--- src/rtl/an_encoder_seq.sv ---
// Sequential AN-code encoder: code = A*N built by shift-and-add over the bits of A,
// one bit per cycle, with optional single-bit error injection on the finished codeword.
module an_encoder_seq #(
   parameter int A     = 13,
   parameter int K     = 8,
   parameter int CW    = 12,
   parameter int ABITS = $clog2(A + 1),
   parameter int EW    = $clog2(CW)
) (
   input  logic          clk,
   input  logic          rst_n,
   input  logic          in_valid,
   output logic          in_ready,
   input  logic [K-1:0]  data_in,
   input  logic          err_en,
   input  logic [EW-1:0] err_pos,
   output logic          out_valid,
   input  logic          out_ready,
   output logic [CW-1:0] code_out,
   output logic [15:0]   word_cnt
);

   if (((longint'(1) << K) - 1) * A > (longint'(1) << CW) - 1) begin : g_cw_too_narrow
      $error("an_encoder_seq: (2^K-1)*A does not fit in CW bits");
   end
   if (A < 3 || (A % 2) == 0) begin : g_bad_a
      $error("an_encoder_seq: A must be odd and >= 3");
   end

   localparam int IW = (ABITS > 1) ? $clog2(ABITS) : 1;
   localparam logic [ABITS-1:0] A_VEC    = ABITS'(A);
   localparam logic [IW-1:0]    IDX_LAST = IW'(ABITS - 1);

   typedef enum logic [1:0] {S_IDLE, S_MUL, S_DONE} state_t;

   state_t          state_q, state_d;
   logic [CW-1:0]   acc_q, acc_d;
   logic [CW-1:0]   mcand_q, mcand_d;
   logic [IW-1:0]   idx_q, idx_d;
   logic            een_q, een_d;
   logic [EW-1:0]   epos_q, epos_d;
   logic [CW-1:0]   code_q, code_d;
   logic [15:0]     cnt_q, cnt_d;

   logic [CW-1:0]   partial, sum, flip;

   always_ff @(posedge clk or negedge rst_n) begin
      if (!rst_n) state_q <= S_IDLE;
      else        state_q <= state_d;
   end

   always_ff @(posedge clk or negedge rst_n) begin
      if (!rst_n) begin
         acc_q   <= '0;
         mcand_q <= '0;
         idx_q   <= '0;
         een_q   <= 1'b0;
         epos_q  <= '0;
         code_q  <= '0;
         cnt_q   <= '0;
      end else begin
         acc_q   <= acc_d;
         mcand_q <= mcand_d;
         idx_q   <= idx_d;
         een_q   <= een_d;
         epos_q  <= epos_d;
         code_q  <= code_d;
         cnt_q   <= cnt_d;
      end
   end

   // Positions at or beyond CW leave the codeword untouched.
   always_comb begin
      partial = A_VEC[idx_q] ? (mcand_q << idx_q) : '0;
      sum     = acc_q + partial;
      flip    = '0;
      if (een_q && ({1'b0, epos_q} < (EW+1)'(CW)))
         flip = {{(CW-1){1'b0}}, 1'b1} << epos_q;
   end

   always_comb begin
      state_d = state_q;
      acc_d   = acc_q;
      mcand_d = mcand_q;
      idx_d   = idx_q;
      een_d   = een_q;
      epos_d  = epos_q;
      code_d  = code_q;
      cnt_d   = cnt_q;
      case (state_q)
         S_IDLE: begin
            if (in_valid) begin
               mcand_d = CW'(data_in);
               een_d   = err_en;
               epos_d  = err_pos;
               acc_d   = '0;
               idx_d   = '0;
               state_d = S_MUL;
            end
         end
         S_MUL: begin
            acc_d = sum;
            idx_d = idx_q + 1'b1;
            if (idx_q == IDX_LAST) begin
               code_d  = sum ^ flip;
               idx_d   = '0;
               state_d = S_DONE;
            end
         end
         S_DONE: begin
            if (out_ready) begin
               cnt_d   = cnt_q + 16'd1;
               state_d = S_IDLE;
            end
         end
         default: state_d = S_IDLE;
      endcase
   end

   always_comb begin
      in_ready  = (state_q == S_IDLE);
      out_valid = (state_q == S_DONE);
      code_out  = code_q;
      word_cnt  = cnt_q;
   end

endmodule

--- config.mk ---
export PLATFORM = sky130hd
export DESIGN_NAME = an_encoder_seq
export DESIGN_NICKNAME = d
export VERILOG_FILES = /design/src/rtl/an_encoder_seq.sv
export SDC_FILE = /design/constraint.sdc
export NUM_CORES = 1
export LEC_CHECK = 0
export CORE_MARGIN = 1
export CORE_UTILIZATION = 50
export DETAILED_ROUTE_END_ITERATION = 10
export PLACE_DENSITY = 0.82
export SETUP_SLACK_MARGIN = 0.05
export SLEW_MARGIN = 5
export SYNTH_ARGS = -nofsm -noshare
export SYNTH_HDL_FRONTEND = slang
export SYNTH_SLANG_ARGS = --single-unit
--- constraint.sdc ---
create_clock -name clk -period 3.73 [get_ports clk]
set_input_delay 0.373 -clock clk [delete_from_list [all_inputs] [get_ports clk]]
set_output_delay 0.373 -clock clk [all_outputs]
set_load 0.005 [all_outputs]
==> impl_metrics.toml <==
[routing]
routed_wl_mm = 7.35
drt-initial-drc-count = 162
drt-pass1-iter-count = 4
drc = 0
viasPerCell = 5.58
dr_total_vias = 2718
ant_nets = 0
wl_per_cell_um = 15.1

[setup_path]
crit_end = "code_out[7]"
critPathBufInv = 0
setup.worst_path.start = "idx_q[0]"
critical_path_depth = 9
rr_endpoint = "code_out[7]"
slowest_delay_ns = 0.78
crit_chain = "mux4_2, nor2b_1, ha_1, nand3_1, o22ai_1, mux2_2, a221oi_2, xnor2_1, o21ai_1"
crit_path_end_kind = "register"
cp_top_family = "multiplexers"
worstRegToRegCells = 9
cp_data_required_time_ns = 3.93
r2r_start = "idx_q[0]"
critPathSlowestCell = "dfrtp_1"
path_class = "reg2reg"
arrival_ns = 3.41
cp-start-kind = "register"
crit_path_max_fanout = 20
r2r_slack_ns = 0.52

[sta]
fin_crit_sh = 0.861
rsz0062_at_grt = "no"
final-setup-viol-count = 0
hold_violations = 0
skew_ns = 0.0114
tightestPinTransition_ns = 0.866
relSlewSlack = 0.421
max_freq_ghz = 0.311
final.setup.tns_ns = 0
post-route-min-period_ns = 3.21
slew_viol_final = 0

[placed_design]
gp_congestion = 0.892
dp.cells = 471
numPortBuffers = 46
dp_hpwl_mm = 5.44

[final_layout]
multi_input_area_mm2 = 0.00183
nNetsFinal = 438
seqCellArea_mm2 = 0.00143
area_delta_synth_final_pct = 20.2
diodes = 0
fillers = 518
final-instance-count-excl-fill = 487
post-route-util = 0.629
drive_above_1_share = 0.0780

[yosys]
synth_most_common_cell = "nand2_1"
yosysWarningCount = 0
synth_compound_area_frac = 0.130
async_flop_share = 1.00
synth.top_cell.area_share = 0.427
synth_seq_cells = 57
synth_xor_area_frac = 0.0839
yosys.area.top_type = "dfrtp_1"
synthTopCellsByCount = "77 x nand2_1, 57 x dfrtp_1, 23 x nor2_1"
synth_top_family_by_area = "simple AND/OR/NAND/NOR gates"
syn-cell-area_mm2 = 0.00334
synth_nets = 398
syn_avg_cell_area_um2 = 9.16
ys_types = 48
syn_inst = 365
synth_edf_count = 0
ys_seq_area_frac = 0.427
synthAdderAreaFrac = 0.0621
synth_simple_gate_area_frac = 0.223
synth-main-ff-cell = "dfrtp_1"
synthMuxAreaShare = 0.0487
synthTopCellsByArea = "dfrtp_1 43%, nand2_1 8.6%, ha_1 5.6%"

[clock_tree]
cts_num_sinks = 57
h-tree-depth = 3
cts_setup_buffers = 0
cts_tree = "done"
ctsHoldBuffers = 0
cts_made_buffers = 9
ctsResizeCount = 0
clkTransAtPathRegs_ns = 0.07
insertion_delay_ns = 0.34
cts_root_buf = "clkbuf_8"
clk_path_buf_depth = 2

[pwr]
p_seq_frac = 0.290
powerDensity_mw_per_mm2 = 907
power.internal_w = 0.00204
p_clk_frac = 0.153
total_power_w = 0.00364
power.switching_w = 0.00160
combPwrFrac = 0.557
switching_share = 0.440
power_leakage_nw = 1.84
ir_drop_v = 0.000488

[floorplan]
die_area_mm2 = 0.00701
die-height_um = 83.8
fp.dieW_um = 83.8
ioPinCount = 47
core_mm2 = 0.00639
row_count = 29
start_util = 0.523

[grt]
antenna_found_initial = 0
grt_first_pass_wirelength_mm = 12.4
grt_pass1_vias = 2538
overflow = 0
grt_start_max_net_pins = 36
grt_usage = 0.224

[job]
maxCapViolCount = 0

[run_status]
status = "completed"

[hold_path]
hp-class = "in2async"
==> metal layers <==
layer | part of all wire | vias up | GRT usage
met3 | 0.031 | 14 | 0.0455
met2 | 0.46 | 65 | 0.345
li1 | - | 1339 | -
met5 | 0 | - | 0
met4 | 0.022 | 0 | 0.0924
met1 | 0.48 | 1300 | 0.310
==> power groups by stage <==
stage / sequential (W) / clock (W) / combinational, W
detailed placement: 0.00107 / 0 / 0.00201
floorplan: 0.000964 / 0 / 0.00157
CTS: 0.00105 / 0.000571 / 0.00202
global placement: 0.00105 / 0 / 0.00197
global route: 0.00109 / 0.000599 / 0.00225
finish: 0.00106 / 0.000559 / 0.00203
==> sequential cells by signal, summed over array words and instances (netlist names) <==
signal and count:
epos_q 4, idx_q 2, een_q 1, state_q 2, word_cnt 16, mcand_q 8, acc_q 12, code_out 12
==> worst min path at each step <==
stage / start / endpoint / slack, ns
CTS: rst_n / word_cnt[8] / 0.02
global placement: rst_n / acc_q[7] / 0.37
floorplan: rst_n / acc_q[0] / 0.08
global route: rst_n / code_out[8] / 0.04
finish: rst_n / code_out[4] / 0.007
detailed placement: rst_n / acc_q[7] / 0.39
==> area by class of cell <==
| class | instances | area share |
|---|---|---|
| Clock buffer | 11 | 0.0327 |
| Clock inverter | 5 | 0.0140 |
| Inverter | 4 | 0.00374 |
| Multi-Input combinational cell | 286 | 0.455 |
| Sequential cell | 57 | 0.355 |
| Tap cell | 77 | 0.0240 |
| Timing Repair Buffer | 47 | 0.115 |
==> cell usage in the layout (no fill, tap or decap), drive strengths merged, types with 6 or more instances in the layout <==
cell type      synthesis  layout
a21o                   6       6
clkbuf                15      11
a21oi                  8       8
dfrtp                 57      57
xnor2                 19      19
ha                    15      15
nand3                 22      22
o21ai                 26      26
clkdlybuf4s50          0      45
nand2                 77      77
nor2                  23      23
nor2b                  7       7
and3                   8       8
xor2                  13      13
==> kinds of logic after synthesis <==
logic type	Yosys count
flops	57
buf+inv	22
compound gates	64
xor+xnor	32
simple gates	162
fa+ha+maj	16
mux	12
==> worst register-to-register path, cell delays in order (launching register included) <==
cell      delay (ns)
dfrtp_1         0.78
mux4_2          0.57
nor2b_1         0.14
ha_1            0.42
nand3_1         0.11
o22ai_1         0.20
mux2_2          0.37
a221oi_2        0.24
xnor2_1         0.17
o21ai_1         0.07
==> per-stage QoR <==
stage          setup slack (ns)  area (um^2)  hold WS [ns]
2_1_floorplan             0.776         3340        0.0774
3_3_place_gp              0.568         3830         0.374
3_5_place_dp              0.538         3830         0.390
4_1_cts                   0.521         4020        0.0211
5_1_grt                   0.266         4020        0.0425
6_report                  0.520         4020       0.00703
Power figures use the tool's default switching activity.
